$ cat src/rtl/mem_bus_ctrl_if.sv
// CPU-side, RAM-side and I/O-side signals of the memory-bus controller.
// The slave modport is the controller's view; master is the cpu/RAM/I/O side.
interface mem_bus_ctrl_if #(
    parameter int unsigned ADDR_W = 9,
    parameter int unsigned DATA_W = 16,
    parameter int unsigned RAM_AW = 8,
    parameter int unsigned NUM_IO = 2
);
    logic [1:0]               mem_cmd;
    logic [ADDR_W-1:0]        mem_addr;
    logic [DATA_W-1:0]        write_data;
    logic [DATA_W-1:0]        read_data;
    logic                     mem_ready;
    logic                     bus_err;
    logic [7:0]               err_count;
    logic [RAM_AW-1:0]        ram_addr;
    logic                     ram_write;
    logic [DATA_W-1:0]        ram_din;
    logic [DATA_W-1:0]        ram_dout;
    logic [NUM_IO-1:0]        io_wr_en;
    logic [DATA_W-1:0]        io_wr_data;
    logic [NUM_IO*DATA_W-1:0] io_rd_data;

    modport slave (
        input  mem_cmd, mem_addr, write_data, ram_dout, io_rd_data,
        output read_data, mem_ready, bus_err, err_count,
               ram_addr, ram_write, ram_din, io_wr_en, io_wr_data
    );

    modport master (
        output mem_cmd, mem_addr, write_data, ram_dout, io_rd_data,
        input  read_data, mem_ready, bus_err, err_count,
               ram_addr, ram_write, ram_din, io_wr_en, io_wr_data
    );
endinterface

$ cat src/rtl/mem_bus_ctrl.sv
// Memory-bus controller: decodes cpu accesses into RAM / I/O slots, flags
// unmapped or illegal accesses, and returns a registered read_data with mem_ready.
module mem_bus_ctrl #(
    parameter int unsigned ADDR_W = 9,
    parameter int unsigned DATA_W = 16,
    parameter int unsigned RAM_AW = 8,
    parameter int unsigned NUM_IO = 2,
    parameter int unsigned RD_LAT = 1
) (
    input logic           clk,
    input logic           reset,
    mem_bus_ctrl_if.slave bus
);
    localparam int unsigned IDX_W = ADDR_W - 1;

    typedef enum logic [1:0] {
        CMD_NONE  = 2'b00,
        CMD_READ  = 2'b01,
        CMD_WRITE = 2'b10,
        CMD_ILL   = 2'b11
    } cmd_t;

    typedef enum logic [1:0] {
        IDLE,
        RD_WAIT,
        DONE
    } state_t;

    state_t              state_q;
    logic [2:0]          cnt_q;
    logic [DATA_W-1:0]   read_data_q;
    logic                mem_ready_q;
    logic                bus_err_q;
    logic [7:0]          err_count_q;
    logic [RAM_AW-1:0]   ram_addr_q;
    logic                ram_write_q;
    logic [DATA_W-1:0]   ram_din_q;
    logic [NUM_IO-1:0]   io_wr_en_q;
    logic [DATA_W-1:0]   io_wr_data_q;

    logic                is_io_d;
    logic [IDX_W-1:0]    io_idx_d;
    logic                io_hit_d;
    logic                cmd_rd_d;
    logic                cmd_wr_d;
    logic                acc_err_d;
    logic [DATA_W-1:0]   io_sel_d;
    logic [NUM_IO-1:0]   io_onehot_d;

    always_comb begin
        is_io_d     = bus.mem_addr[ADDR_W-1];
        io_idx_d    = bus.mem_addr[ADDR_W-2:0];
        io_hit_d    = is_io_d && (io_idx_d < IDX_W'(NUM_IO));
        cmd_rd_d    = (bus.mem_cmd == CMD_READ);
        cmd_wr_d    = (bus.mem_cmd == CMD_WRITE);
        acc_err_d   = (bus.mem_cmd == CMD_ILL) || (is_io_d && !io_hit_d);
        io_sel_d    = '0;
        io_onehot_d = '0;
        for (int unsigned i = 0; i < NUM_IO; i++) begin
            if (io_idx_d == IDX_W'(i)) begin
                io_sel_d       = bus.io_rd_data[i*DATA_W +: DATA_W];
                io_onehot_d[i] = 1'b1;
            end
        end
    end

    // DONE holds for the mem_ready cycle so the still-held command is not re-accepted.
    always_ff @(posedge clk or negedge reset) begin
        if (!reset) begin
            state_q      <= IDLE;
            cnt_q        <= '0;
            read_data_q  <= '0;
            mem_ready_q  <= 1'b0;
            bus_err_q    <= 1'b0;
            err_count_q  <= '0;
            ram_addr_q   <= '0;
            ram_write_q  <= 1'b0;
            ram_din_q    <= '0;
            io_wr_en_q   <= '0;
            io_wr_data_q <= '0;
        end else begin
            mem_ready_q <= 1'b0;
            bus_err_q   <= 1'b0;
            ram_write_q <= 1'b0;
            io_wr_en_q  <= '0;
            case (state_q)
                IDLE: begin
                    if (bus.mem_cmd != CMD_NONE) begin
                        state_q <= DONE;
                        if (acc_err_d) begin
                            mem_ready_q <= 1'b1;
                            bus_err_q   <= 1'b1;
                            if (cmd_rd_d) read_data_q <= '0;
                            if (err_count_q != 8'hFF) err_count_q <= err_count_q + 8'd1;
                        end else if (is_io_d) begin
                            mem_ready_q <= 1'b1;
                            if (cmd_wr_d) begin
                                io_wr_en_q   <= io_onehot_d;
                                io_wr_data_q <= bus.write_data;
                            end else begin
                                read_data_q  <= io_sel_d;
                            end
                        end else begin
                            ram_addr_q <= bus.mem_addr[RAM_AW-1:0];
                            if (cmd_wr_d) begin
                                ram_write_q <= 1'b1;
                                ram_din_q   <= bus.write_data;
                                mem_ready_q <= 1'b1;
                            end else begin
                                state_q <= RD_WAIT;
                                cnt_q   <= 3'(RD_LAT);
                            end
                        end
                    end
                end
                RD_WAIT: begin
                    if (cnt_q == 3'd1) begin
                        read_data_q <= bus.ram_dout;
                        mem_ready_q <= 1'b1;
                        state_q     <= DONE;
                    end else begin
                        cnt_q <= cnt_q - 3'd1;
                    end
                end
                DONE:    state_q <= IDLE;
                default: state_q <= IDLE;
            endcase
        end
    end

    assign bus.read_data  = read_data_q;
    assign bus.mem_ready  = mem_ready_q;
    assign bus.bus_err    = bus_err_q;
    assign bus.err_count  = err_count_q;
    assign bus.ram_addr   = ram_addr_q;
    assign bus.ram_write  = ram_write_q;
    assign bus.ram_din    = ram_din_q;
    assign bus.io_wr_en   = io_wr_en_q;
    assign bus.io_wr_data = io_wr_data_q;
endmodule

$ cat src/flat_wrapper.sv
// flat-port wrapper written by rule: the top's interface ports become plain ports
module mem_bus_ctrl_flat 
#(
    parameter int unsigned ADDR_W = 9,
    parameter int unsigned DATA_W = 16,
    parameter int unsigned RAM_AW = 8,
    parameter int unsigned NUM_IO = 2,
    parameter int unsigned RD_LAT = 1
)
  (clk, reset, bus_mem_cmd, bus_mem_addr, bus_write_data, bus_ram_dout, bus_io_rd_data, bus_read_data, bus_mem_ready, bus_bus_err, bus_err_count, bus_ram_addr, bus_ram_write, bus_ram_din, bus_io_wr_en, bus_io_wr_data);
  mem_bus_ctrl_if #(.ADDR_W(ADDR_W), .DATA_W(DATA_W), .RAM_AW(RAM_AW), .NUM_IO(NUM_IO)) bus_i ();
  input logic clk;
  input logic reset;
  input wire logic [$bits(bus_i.mem_cmd)-1:0] bus_mem_cmd;
  input wire logic [$bits(bus_i.mem_addr)-1:0] bus_mem_addr;
  input wire logic [$bits(bus_i.write_data)-1:0] bus_write_data;
  input wire logic [$bits(bus_i.ram_dout)-1:0] bus_ram_dout;
  input wire logic [$bits(bus_i.io_rd_data)-1:0] bus_io_rd_data;
  output wire logic [$bits(bus_i.read_data)-1:0] bus_read_data;
  output wire logic [$bits(bus_i.mem_ready)-1:0] bus_mem_ready;
  output wire logic [$bits(bus_i.bus_err)-1:0] bus_bus_err;
  output wire logic [$bits(bus_i.err_count)-1:0] bus_err_count;
  output wire logic [$bits(bus_i.ram_addr)-1:0] bus_ram_addr;
  output wire logic [$bits(bus_i.ram_write)-1:0] bus_ram_write;
  output wire logic [$bits(bus_i.ram_din)-1:0] bus_ram_din;
  output wire logic [$bits(bus_i.io_wr_en)-1:0] bus_io_wr_en;
  output wire logic [$bits(bus_i.io_wr_data)-1:0] bus_io_wr_data;
  assign bus_i.mem_cmd = bus_mem_cmd;
  assign bus_i.mem_addr = bus_mem_addr;
  assign bus_i.write_data = bus_write_data;
  assign bus_i.ram_dout = bus_ram_dout;
  assign bus_i.io_rd_data = bus_io_rd_data;
  assign bus_read_data = bus_i.read_data;
  assign bus_mem_ready = bus_i.mem_ready;
  assign bus_bus_err = bus_i.bus_err;
  assign bus_err_count = bus_i.err_count;
  assign bus_ram_addr = bus_i.ram_addr;
  assign bus_ram_write = bus_i.ram_write;
  assign bus_ram_din = bus_i.ram_din;
  assign bus_io_wr_en = bus_i.io_wr_en;
  assign bus_io_wr_data = bus_i.io_wr_data;
  mem_bus_ctrl #(.ADDR_W(ADDR_W), .DATA_W(DATA_W), .RAM_AW(RAM_AW), .NUM_IO(NUM_IO), .RD_LAT(RD_LAT)) u_core (.clk(clk), .reset(reset), .bus(bus_i));
endmodule
$ cat config.mk
export PLATFORM = sky130hd
export DESIGN_NAME = mem_bus_ctrl_flat
export DESIGN_NICKNAME = d
export VERILOG_FILES = /design/src/rtl/mem_bus_ctrl_if.sv /design/src/rtl/mem_bus_ctrl.sv /design/src/flat_wrapper.sv
export SDC_FILE = /design/constraint.sdc
export NUM_CORES = 1
export LEC_CHECK = 0
export BUFFER_PORTS_ARGS = -buffer_cell sky130_fd_sc_hd__buf_2
export CORE_ASPECT_RATIO = 2
export CORE_UTILIZATION = 43
export CTS_BUF_LIST = sky130_fd_sc_hd__clkbuf_16
export DETAILED_ROUTE_END_ITERATION = 6
export GPL_ROUTABILITY_DRIVEN = 0
export HOLD_SLACK_MARGIN = 0.1
export PLACE_DENSITY = 0.8
export SLEW_MARGIN = 10
export SYNTH_ARGS = -nofsm -noshare
export SYNTH_HDL_FRONTEND = slang
export SYNTH_SLANG_ARGS = --single-unit
$ cat constraint.sdc
create_clock -name clk -period 1.74 [get_ports clk]
set_input_delay 0.087 -clock clk [delete_from_list [all_inputs] [get_ports clk]]
set_output_delay 0.087 -clock clk [all_outputs]
set_load 0.05 [all_outputs]
# --- After elaboration in Yosys (flattened, before gate mapping) ---
# Index checks and enable logic that the tools add are counted.
totals:
  register_bits: 74
  input_bits: 77
  out_inout_bits: 69
op_classes:
  addsub: 2
  order_cmp: 1
  eq_ne: 16
  mux: 41
  n_bitwise: 2
  reduce_logical: 15
op_table:
  columns: ["op", "n"]
  rows:
  - ["16-bit two-way mux", 8]
  - ["16-bit one-hot mux with 2 select lines", 1]
  - ["2-bit two-way mux", 10]
  - ["3-bit two-way mux", 5]
  - ["1-bit two-way mux", 14]
  - ["6-bit AND reduction", 2]
  - ["5-bit AND reduction", 2]
  - ["8-bit by 1-bit adder with 8-bit output (second input constant)", 1]
  - ["8-bit by 1-bit equality test with 1-bit output (second input constant)", 1]
  - ["8-bit zero test", 1]
  - ["8-bit by 2-bit < comparator with 1-bit output (second input constant)", 1]
  - ["2-bit inequality test (second input constant)", 4]
  - ["8-bit inequality test (second input constant)", 1]
  - ["4-bit AND reduction", 2]
  - ["3-bit by 2-bit inequality test with 1-bit output (second input constant)", 2]
  - ["3-bit one-hot mux with 2 select lines", 1]
  - ["2-bit by 1-bit equality test with 1-bit output (second input constant)", 2]
  - ["2-bit equality test (second input constant)", 2]
  - ["2-bit by 1-bit inequality test with 1-bit output (second input constant)", 2]
  - ["2-bit one-hot mux with 2 select lines", 1]
  - ["2-bit nonzero test", 2]
  - ["3-bit by 1-bit equality test with 1-bit output (second input constant)", 1]
  - ["3-bit inequality test (second input constant)", 1]
  - ["3-bit by 1-bit subtractor with 3-bit output (second input constant)", 1]
  - ["7 further kinds", 9]

# --- Logic depth before layout (Yosys ltp) ---
# Gate-level depths: netlist (run 1).
logic_depth:
  depth_word: 8
  mapped_depth: 8
  ltp_nobuf: 7

# --- Least setup slack after synthesis (run 1) ---
# Ideal clock, no wire load.
synth_timing:
  path_type: "reg2reg"
  startpoint: "reg u_core.err_count_q[0] (netlist: u_core.bus.err_count[0])"
  endpoint: "reg u_core.err_count_q[7] (netlist: u_core.bus.err_count[7])"
  setup_ns: 0.145
  arrival_time_ns: 1.710
  t_required_ns: 1.595
  setup_slack_ns: -0.115
  stages_incl_launch_ff: 7
  path_buffers: 0
  period_less_slack_ns: 1.855
  path_cell_list: "dfrtp_1 ha_1 nand2_1 nor3_1 nand4b_1 nor4b_1 xor2_1"
synth_between:
  elab_chain_cells: 2
  word_cells_on_any_way: 3
synth_rtl:
  columns: ["element", "line", "source"]
  rows:
  - ["start: declaration", "mem_bus_ctrl.sv:34", "logic [7:0] err_count_q;"]
  - ["start signal: assignment", "mem_bus_ctrl.sv:94", "if (err_count_q != 8'hFF) err_count_q <= err_count_q + 8'd1;"]
  - ["branches (longest 2 deep; another with 8-bit by 1-bit adder with 8-bit output)", null, null]
# Several ways; the timed one is not identified.
# A chain may end at the register's enable or synchronous reset.

# --- Final worst setup path (run 1) ---
layout_timing:
  startpoint: "reg u_core.cnt_q[0]"
  endpoint: "reg u_core.read_data_q[13] (netlist: u_core.bus.read_data[13])"
layout_between:
  elab_chain_cells: 3
layout_rtl:
  columns: ["element", "line", "source"]
  rows:
  - ["start: declaration", "mem_bus_ctrl.sv:30", "logic [2:0] cnt_q;"]
  - ["start signal: assignment", "mem_bus_ctrl.sv:111", "cnt_q <= 3'(RD_LAT);"]
  - ["start signal: assignment", "mem_bus_ctrl.sv:122", "cnt_q <= cnt_q - 3'd1;"]
  - ["3-bit by 1-bit equality test with 1-bit output", "mem_bus_ctrl.sv:117", "if (cnt_q == 3'd1) begin"]
  - ["2-bit by 1-bit inequality test with 1-bit output (no line)", null, null]
  - ["6-bit AND reduction (no line)", null, null]
  - ["end signal: assignment", "mem_bus_ctrl.sv:101", "read_data_q <= io_sel_d;"]
  - ["end signal: assignment", "mem_bus_ctrl.sv:118", "read_data_q <= bus.ram_dout;"]
  - ["end: declaration", "mem_bus_ctrl.sv:31", "logic [DATA_W-1:0] read_data_q;"]
# No other way between the ends.

==> flow_summary.html, run 1 <==
<table>
<tr><th>Metric</th><th>Value</th></tr>
<tr><th colspan="2">Clock network</th></tr>
<tr><td>Number of levels the H-tree was split into</td><td>3</td></tr>
<tr><td>Worst skew pair latency</td><td>0.32 ns</td></tr>
<tr><td>Clock tree from TritonCTS</td><td>built</td></tr>
<tr><td>Longest Clk Path Bufs</td><td>2</td></tr>
<tr><td>Num CTS Buffers</td><td>9</td></tr>
<tr><td>Clock sink count</td><td>74</td></tr>
<tr><td>Clock transition at the register clock pins on the worst setup and hold paths after CTS</td><td>0.06 ns</td></tr>
<tr><td>Master cell of the clock root buffer</td><td>clkbuf_16</td></tr>
<tr><th colspan="2">Synthesis</th></tr>
<tr><td>Synth area leader</td><td>dfrtp_1</td></tr>
<tr><td>Post-synth cell types</td><td>35</td></tr>
<tr><td>Synthesized netlist cell count</td><td>259</td></tr>
<tr><td>Synthesized Nets</td><td>339</td></tr>
<tr><td>Top post-synthesis cells by area</td><td>dfrtp_1, mux2_2, mux2i_1, o21ai_0, nand2_1</td></tr>
<tr><td>Number of register bits inferred by synthesis</td><td>74</td></tr>
<tr><td>Syn. warnings</td><td>0</td></tr>
<tr><td>Cell area after synthesis</td><td>3290 um^2</td></tr>
<tr><td>Proportion of netlist area held by the largest area contributor</td><td>56.4%</td></tr>
<tr><td>Synthesized area per cell</td><td>12.7 um^2</td></tr>
<tr><td>Part of the Yosys area used for sequential elements</td><td>56.4%</td></tr>
<tr><th colspan="2">Floorplan</th></tr>
<tr><td>Row count</td><td>44</td></tr>
<tr><td>Die area</td><td>8020 um^2</td></tr>
<tr><td>Starting Density</td><td>44.9%</td></tr>
<tr><td>Chip height</td><td>126 um</td></tr>
<tr><td>Core Box Area</td><td>7320 um^2</td></tr>
<tr><td>IO Pins</td><td>146</td></tr>
<tr><td>Die span in x</td><td>63.8 um</td></tr>
<tr><th colspan="2">Power and ir drop</th></tr>
<tr><td>Power per standard cell area</td><td>1600 nW/um^2</td></tr>
<tr><td>Worst VDD drop</td><td>1110 uV</td></tr>
<tr><td>Leakage power of the design</td><td>0.00256 uW</td></tr>
<tr><th colspan="2">Worst hold path</th></tr>
<tr><td>Worst min-delay path class</td><td>in2reg</td></tr>
<tr><td>Number of cells on the worst hold path</td><td>4</td></tr>
<tr><td>End point of the worst hold path</td><td>u_core.bus.read_data[12]</td></tr>
<tr><td>Start point of the worst hold path</td><td>bus_ram_dout[12]</td></tr>
<tr><th colspan="2">STA</th></tr>
<tr><td>Final setup skew</td><td>0.00388 ns</td></tr>
<tr><td>Final slew viol count</td><td>0</td></tr>
<tr><td>Fin. Hold Viols</td><td>0</td></tr>
<tr><td>Shortest period the worst path allows</td><td>1.66 ns</td></tr>
<tr><td>Relative slew slack</td><td>65.1%</td></tr>
<tr><td>Worst slew pin tran</td><td>0.523 ns</td></tr>
<tr><td>Maximum clock frequency</td><td>601 MHz</td></tr>
<tr><td>Post-route fraction of the period consumed by the critical path</td><td>95.6%</td></tr>
<tr><td>Unrepaired setup endpoints after global routing</td><td>true</td></tr>
<tr><td>Final setup fails</td><td>0</td></tr>
<tr><td>Min setup slack post-route</td><td>0.0762 ns</td></tr>
<tr><th colspan="2">GRT</th></tr>
<tr><td>Global routing usage summed across all routing layers</td><td>21.9%</td></tr>
<tr><td>Remaining global-route overflow</td><td>0</td></tr>
<tr><td>Number of global-route vias before repair</td><td>2,947</td></tr>
<tr><td>Pin count of the biggest net entering global routing</td><td>44</td></tr>
<tr><td>Antenna violations before repair</td><td>0</td></tr>
<tr><td>Wire length of the first global-routing pass</td><td>13,400 um</td></tr>
<tr><th colspan="2">Place</th></tr>
<tr><td>Post-Place Cell Area</td><td>4240 um^2</td></tr>
<tr><td>Sum of net half-perimeters after detailed placement</td><td>5890 um</td></tr>
<tr><td>Post-placement cell count</td><td>497</td></tr>
<tr><td>Port Buf Inserts</td><td>145</td></tr>
<tr><td>Post-Place Worst Slack</td><td>-0.0898 ns</td></tr>
<tr><th colspan="2">Cells and area</th></tr>
<tr><td>Fraction of layout cells with a size suffix above 1</td><td>55.3%</td></tr>
<tr><td>Number of diodes added for antenna fixing</td><td>0</td></tr>
<tr><td>Number of cells in the finished layout apart from fillers</td><td>546</td></tr>
<tr><td>Final Instance Area</td><td>4950 um^2</td></tr>
<tr><td>Number of nets in the finished design</td><td>529</td></tr>
<tr><td>Highest-count cells in the layout ignoring fill and taps</td><td>buf_2, dfrtp_1, mux2_2, dlygate4sd3_1, nand2_1</td></tr>
<tr><td>Commonest non-fill, non-tap cell in the layout</td><td>buf_2</td></tr>
<tr><td>Layout Area Growth over Synthesis</td><td>50.7%</td></tr>
<tr><th colspan="2">Route</th></tr>
<tr><td>Count of nets left with antenna violations after detail routing</td><td>0</td></tr>
<tr><td>Via density per instance</td><td>5.03</td></tr>
<tr><td>Drc violations</td><td>0</td></tr>
<tr><td>Average wire per standard cell</td><td>15.1 um</td></tr>
<tr><td>DRT Wirelength</td><td>8250 um</td></tr>
<tr><td>Vias</td><td>2,744</td></tr>
<tr><td>First-pass DRT Iterations</td><td>4</td></tr>
<tr><td>DRC marker count from the first detailed-route iteration</td><td>75</td></tr>
<tr><th colspan="2">Outcome</th></tr>
<tr><td>Result of the run</td><td>completed</td></tr>
<tr><th colspan="2">Setup path</th></tr>
<tr><td>Critical register-to-register path startpoint</td><td>u_core.cnt_q[0]</td></tr>
<tr><td>Kind of critical path</td><td>reg2reg</td></tr>
<tr><td>Worst R2R Path Depth</td><td>7</td></tr>
<tr><td>R2r setup slk</td><td>0.08 ns</td></tr>
<tr><td>Worst reg2reg path endpoint</td><td>u_core.bus.read_data[13]</td></tr>
<tr><td>Maximum fanout encountered on the critical timing path</td><td>8</td></tr>
<tr><td>Critical Path End Type</td><td>flop</td></tr>
<tr><td>Crit start category</td><td>flop</td></tr>
<tr><td>Worst endpoint data arrival time</td><td>1.87 ns</td></tr>
<tr><td>CP required</td><td>1.95 ns</td></tr>
<tr><th colspan="2">Run</th></tr>
<tr><td>Max capacitance violation total</td><td>0</td></tr>
</table>
## registers in the layout, indices dropped and copies added (netlist names)
name and count:
u_core.bus.bus_err 1, u_core.bus.err_count 8, u_core.bus.io_wr_data 16, u_core.bus.io_wr_en 2
u_core.bus.mem_ready 1, u_core.bus.ram_addr 8, u_core.bus.ram_din 16, u_core.bus.ram_write 1
u_core.bus.read_data 16, u_core.cnt_q 3, u_core.state_q 2
## synthesized netlist by cell type
cell type  count
dfrtp_1       74
mux2_2        56
nand2_1       24
o21ai_0       18
mux2i_1       16
nor2_1        10
a21oi_1        6
clkbuf_1       6
inv_1          5
xor2_1         5
buf_2          3
ha_1           3
nand3_1        3
nor4b_1        3
o22ai_1        3
a31oi_1        2
nand2b_1       2
nor3_1         2
o211ai_1       2
a32o_1         1
buf_1          1
buf_4          1
buf_6          1
nand3_2        1
nand4b_1       1
nor2b_1        1
nor3_2         1
nor4_1         1
nor4_4         1
o21a_1         1
o21ai_2        1
or3_1          1
or4_4          1
or4b_2         1
xnor2_1        1
## worst max-delay path by stage
stage	start	slack (ns)	endpoint
6_report	u_core.cnt_q[0]	0.08	u_core.bus.read_data[13]
5_1_grt	u_core.state_q[0]	-0.02	u_core.bus.err_count[4]
4_1_cts	u_core.state_q[0]	0.007	u_core.bus.err_count[7]
3_5_place_dp	u_core.state_q[0]	-0.09	u_core.bus.err_count[4]
3_3_place_gp	bus_mem_addr[5]	-0.01	u_core.bus.read_data[11]
2_1_floorplan	bus_mem_addr[5]	-0.03	u_core.bus.read_data[10]
## where the power goes
group	internal [uW]	leakage, uW	switching, uW
clock	1250	0.000151	692
combinational	1070	0.00146	2360
sequential	2210	0.000954	322
## cell families after synthesis
family                     Yosys count  synth area share (%)
AOI/OAI and AO/OA                   34                  5.86
DFF                                 74                  56.4
buffers and inverters               17                  2.40
and+or+nand+nor                     53                  8.57
adders and majority gates            3                  1.14
muxes                               72                  24.1
xor gates and xnor gates             6                  1.60
## timing repair
action,4_1_cts,5_1_grt
endpoints found under the hold margin,119,0
setup endpoints to repair,16,28
pin swaps,0,1
resized for setup,7,6
buffers inserted,2,0
cloned,1,0
hold buffers,30,0
## cell type report
cell class                      count  area [um^2]
Sequential cell                    74         1860
Multi-Input combinational cell    168         1410
Clock inverter                      7         93.8
Tap cell                           92          115
Clock buffer                        9          225
Timing Repair Buffer              191         1230
Fill cell                         535         2370
Inverter                            5         18.8
## stage by stage
step                      util, %  total power, uW  TNS [ns]  hold WS (ns)
after floorplan                 -             4850    -0.312        -0.209
after global placement       57.9             5680    -0.227        0.0463
after detailed placement     57.9             5780    -0.769        0.0536
after CTS                    67.4             7950         0         0.101
after global routing         67.6             8260   -0.0481         0.117
final                        67.6             7910         0         0.115
## routing by layer
| metal | up-vias | global-route usage, % | routed length [um] |
|---|---|---|---|
| met2 | 87 | 43.3 | 5000 |
| li1 | 1296 | - | - |
| met4 | 0 | 9.22 | 128 |
| met5 | - | 0 | 0 |
| met3 | 11 | 4.98 | 365 |
| met1 | 1350 | 20.4 | 2750 |
## critical path: stages (launching register included)
cell,delay (ns)
dfrtp_1,0.43
ha_4,0.18
nand2b_4,0.07
nand2_1,0.09
o211ai_1,0.10
o21ai_2,0.17
buf_12,0.18
mux2_2,0.33
(Power assumes the default switching activity.)
==> run 2: changes to the inputs <==
--- a/config.mk
+++ b/config.mk
@@ -7,12 +7,12 @@
 export LEC_CHECK = 0
 export BUFFER_PORTS_ARGS = -buffer_cell sky130_fd_sc_hd__buf_2
 export CORE_ASPECT_RATIO = 2
-export CORE_UTILIZATION = 43
-export CTS_BUF_LIST = sky130_fd_sc_hd__clkbuf_16
+export CORE_UTILIZATION = 44
+export CTS_BUF_LIST = sky130_fd_sc_hd__clkbuf_4
 export DETAILED_ROUTE_END_ITERATION = 6
 export GPL_ROUTABILITY_DRIVEN = 0
 export HOLD_SLACK_MARGIN = 0.1
-export PLACE_DENSITY = 0.8
+export PLACE_DENSITY = 0.81
 export SLEW_MARGIN = 10
 export SYNTH_ARGS = -nofsm -noshare
 export SYNTH_HDL_FRONTEND = slang
==> flow_summary.html, run 2 (synthesis results as in run 1) <==
<table>
<tr><th>Metric</th><th>Value</th></tr>
<tr><th colspan="2">Outcome</th></tr>
<tr><td>Result of the run</td><td>finished with violations</td></tr>
<tr><td>Failing checks</td><td>setup timing</td></tr>
<tr><th colspan="2">STA</th></tr>
<tr><td>Unrepaired setup endpoints after global routing</td><td>true</td></tr>
<tr><td>Post-route fraction of the period consumed by the critical path</td><td>102% (+6.2 points)</td></tr>
<tr><td>Shortest period the worst path allows</td><td>1.77 ns (+0.109 ns)</td></tr>
<tr><td>Worst slew pin tran</td><td>0.565 ns (+0.0420 ns)</td></tr>
<tr><td>Relative slew slack</td><td>62.3% (-2.8 points)</td></tr>
<tr><td>Min setup slack post-route</td><td>-0.0324 ns (-0.109 ns)</td></tr>
<tr><td>Fin. Hold Viols</td><td>0 (unchanged)</td></tr>
<tr><td>Final setup skew</td><td>0.00751 ns (+0.00363 ns)</td></tr>
<tr><td>Setup tns final</td><td>-0.243 ns (-0.243 ns)</td></tr>
<tr><td>Final setup fails</td><td>10 (+10)</td></tr>
<tr><td>Final slew viol count</td><td>0 (unchanged)</td></tr>
<tr><td>Maximum clock frequency</td><td>564 MHz (-6.1%)</td></tr>
<tr><th colspan="2">Power and ir drop</th></tr>
<tr><td>Worst VDD drop</td><td>988 uV (-11%)</td></tr>
<tr><td>Power per standard cell area</td><td>1400 nW/um^2 (-12%)</td></tr>
<tr><td>Net load switching power</td><td>3420 uW (+1.4%)</td></tr>
<tr><td>Internal power</td><td>4070 uW (-10%)</td></tr>
<tr><td>Share of power burned in registers</td><td>34.0% (+2.0 points)</td></tr>
<tr><td>Leakage power of the design</td><td>0.00275 uW (+7.2%)</td></tr>
<tr><td>Combinational share of power</td><td>50.4% (+7.0 points)</td></tr>
<tr><td>Clock network fraction of total power</td><td>15.6% (-9.0 points)</td></tr>
<tr><td>Fraction of power spent switching nets</td><td>45.7% (+3.0 points)</td></tr>
<tr><th colspan="2">Cells and area</th></tr>
<tr><td>Number of nets in the finished design</td><td>572 (+8.1%)</td></tr>
<tr><td>Layout Area Growth over Synthesis</td><td>62.5%</td></tr>
<tr><td>Number of diodes added for antenna fixing</td><td>0 (unchanged)</td></tr>
<tr><td>Commonest non-fill, non-tap cell in the layout</td><td>buf_2</td></tr>
<tr><td>Highest-count cells in the layout ignoring fill and taps</td><td>buf_2, dfrtp_1, dlygate4sd3_1, mux2_2, nand2_1</td></tr>
<tr><td>Finished Core Util</td><td>73.5% (+5.8 points)</td></tr>
<tr><td>Fraction of layout cells with a size suffix above 1</td><td>54.2% (-1.1 points)</td></tr>
<tr><td>FILL cells</td><td>474 (-11%)</td></tr>
<tr><td>Final Instance Area</td><td>5340 um^2 (+7.8%)</td></tr>
<tr><th colspan="2">Clock network</th></tr>
<tr><td>Master cell of the clock root buffer</td><td>clkbuf_4</td></tr>
<tr><td>Number of levels the H-tree was split into</td><td>3 (unchanged)</td></tr>
<tr><td>Clock transition at the register clock pins on the worst setup and hold paths after CTS</td><td>0.11 ns (+0.05 ns)</td></tr>
<tr><td>Worst skew pair latency</td><td>0.45 ns (+0.13 ns)</td></tr>
<tr><td>Clock sink count</td><td>74 (unchanged)</td></tr>
<tr><td>Num CTS Buffers</td><td>9 (unchanged)</td></tr>
<tr><td>Clock tree from TritonCTS</td><td>built</td></tr>
<tr><td>Longest Clk Path Bufs</td><td>2 (unchanged)</td></tr>
<tr><th colspan="2">Run</th></tr>
<tr><td>Max capacitance violation total</td><td>0 (unchanged)</td></tr>
<tr><th colspan="2">Floorplan</th></tr>
<tr><td>Die area</td><td>7840 um^2 (-2.2%)</td></tr>
<tr><td>IO Pins</td><td>146 (unchanged)</td></tr>
<tr><td>Starting Density</td><td>45.2% (+0.34 points)</td></tr>
<tr><td>Chip height</td><td>124 um (-1.1%)</td></tr>
<tr><td>Die span in x</td><td>63.1 um (-1.1%)</td></tr>
<tr><td>Core Box Area</td><td>7270 um^2 (-0.75%)</td></tr>
<tr><td>Row count</td><td>44 (unchanged)</td></tr>
<tr><th colspan="2">Setup path</th></tr>
<tr><td>Crit start category</td><td>flop</td></tr>
<tr><td>Critical Path End Type</td><td>flop</td></tr>
<tr><td>R2r setup slk</td><td>-0.03 ns (-0.11 ns)</td></tr>
<tr><td>Buffering stage count on the worst path with inverters included</td><td>3 (+2)</td></tr>
<tr><td>CP required</td><td>2.07 ns (+0.12 ns)</td></tr>
<tr><td>Cell with the biggest individual delay on the critical path</td><td>dfrtp_1</td></tr>
<tr><td>Maximum fanout encountered on the critical timing path</td><td>8 (unchanged)</td></tr>
<tr><td>Worst reg2reg path endpoint</td><td>u_core.bus.read_data[9]</td></tr>
<tr><td>Max stage delay on crit path</td><td>0.40 ns (-0.03 ns)</td></tr>
<tr><td>Critical register-to-register path startpoint</td><td>u_core.state_q[0]</td></tr>
<tr><td>Kind of critical path</td><td>reg2reg</td></tr>
<tr><td>Largest delay share family, worst path</td><td>flip-flops</td></tr>
<tr><td>Ordered cell list for the critical path</td><td>buf_6 &gt; nor2_4 &gt; nor4b_4 &gt; o211ai_1 &gt; o21ai_2 &gt; buf_6 &gt; buf_16 &gt; mux2_4</td></tr>
<tr><td>Worst endpoint data arrival time</td><td>2.10 ns (+0.23 ns)</td></tr>
<tr><td>Worst path most repeated cell</td><td>buf_6</td></tr>
<tr><td>Worst R2R Path Depth</td><td>8 (+1)</td></tr>
<tr><th colspan="2">Route</th></tr>
<tr><td>Via density per instance</td><td>5.11 (+1.7%)</td></tr>
<tr><td>Drc violations</td><td>0 (unchanged)</td></tr>
<tr><td>Count of nets left with antenna violations after detail routing</td><td>0 (unchanged)</td></tr>
<tr><td>First-pass DRT Iterations</td><td>4 (unchanged)</td></tr>
<tr><td>Vias</td><td>3,005 (+9.5%)</td></tr>
<tr><td>DRC marker count from the first detailed-route iteration</td><td>109 (+45%)</td></tr>
<tr><td>Average wire per standard cell</td><td>17.2 um (+14%)</td></tr>
<tr><td>DRT Wirelength</td><td>10,100 um (+22%)</td></tr>
<tr><th colspan="2">Worst hold path</th></tr>
<tr><td>Number of cells on the worst hold path</td><td>4 (unchanged)</td></tr>
<tr><td>Start point of the worst hold path</td><td>bus_io_rd_data[12]</td></tr>
<tr><td>Worst min-delay path class</td><td>in2reg</td></tr>
<tr><td>End point of the worst hold path</td><td>u_core.bus.read_data[12]</td></tr>
<tr><th colspan="2">Place</th></tr>
<tr><td>Post-Place Worst Slack</td><td>-0.111 ns (-0.0215 ns)</td></tr>
<tr><td>Port Buf Inserts</td><td>145 (unchanged)</td></tr>
<tr><td>Sum of net half-perimeters after detailed placement</td><td>6020 um (+2.2%)</td></tr>
<tr><td>Post-Place Cell Area</td><td>4260 um^2 (+0.53%)</td></tr>
<tr><th colspan="2">GRT</th></tr>
<tr><td>Remaining global-route overflow</td><td>0 (unchanged)</td></tr>
<tr><td>Antenna violations before repair</td><td>0 (unchanged)</td></tr>
<tr><td>Global routing usage summed across all routing layers</td><td>26.7% (+4.7 points)</td></tr>
<tr><td>Pin count of the biggest net entering global routing</td><td>39 (-11%)</td></tr>
<tr><td>Wire length of the first global-routing pass</td><td>15,600 um (+17%)</td></tr>
<tr><td>Number of global-route vias before repair</td><td>3,279 (+11%)</td></tr>
</table>
## run 2: per-stage QoR
step                      instances  hold WS [ns]  total power, uW
after global placement          500        0.0665             5690
after detailed placement        500        0.0791             5800
after global routing            588         0.116             7820
after floorplan                 259        -0.209             4850
after CTS                       583         0.108             7270
final                           588         0.123             7490
## run 2: layout make-up
class                   count  area [um^2]  area share (%)
inverters                   5         18.8           0.352
repair buffers            234         1640            30.8
flip-flops and latches     74         1850            34.7
multi-input cells         168         1560            29.2
clock inverters             6         82.6            1.55
clock buffers               9         67.6            1.27
well taps                  92          115            2.16
## run 2: worst max-delay path by stage
stage | depth (start not counted) | end | start | slack, ns
2_1_floorplan | 6 | u_core.bus.read_data[10] | bus_mem_addr[5] | -0.03
3_3_place_gp | 7 | u_core.bus.read_data[13] | bus_mem_addr[5] | -0.08
3_5_place_dp | 7 | u_core.bus.read_data[14] | bus_mem_addr[5] | -0.11
4_1_cts | 7 | u_core.bus.read_data[1] | u_core.state_q[0] | -0.02
5_1_grt | 8 | u_core.bus.read_data[9] | u_core.state_q[0] | -0.10
6_report | 8 | u_core.bus.read_data[9] | u_core.state_q[0] | -0.03
## run 2: power by group through the flow
stage | registers, uW | clock network [uW] | logic [uW]
after detailed placement | 2540 | 0 | 3270
after global placement | 2500 | 0 | 3190
after global routing | 2600 | 1270 | 3950
final | 2550 | 1170 | 3780
after floorplan | 4080 | 0 | 765
after CTS | 2510 | 1190 | 3570
## run 2: routing by layer
layer | part of all wire (%) | GRT usage (%) | up-vias | wire length [um]
met3 | 3.7 | 6.62 | 35 | 371
met5 | 0 | 0 | - | 0
li1 | - | - | 1383 | -
met4 | 4.1 | 15.0 | 0 | 413
met2 | 58 | 50.6 | 106 | 5820
met1 | 35 | 24.4 | 1481 | 3490
## run 2: worst register-to-register path, stage by stage, from the launching register on
cell,delay [ns]
dfrtp_1,0.40
buf_6,0.13
nor2_4,0.04
nor4b_4,0.28
o211ai_1,0.15
o21ai_2,0.11
buf_6,0.13
buf_16,0.13
mux2_4,0.30
## run 2: timing repair
item                       in CTS  in global routing
cloned                          1                  0
resized for setup              11                 39
buffers inserted                5                  6
setup endpoints to repair      17                 31
hold buffers                   62                  0
pin swaps                       0                  9
hold endpoints to repair      132                  0
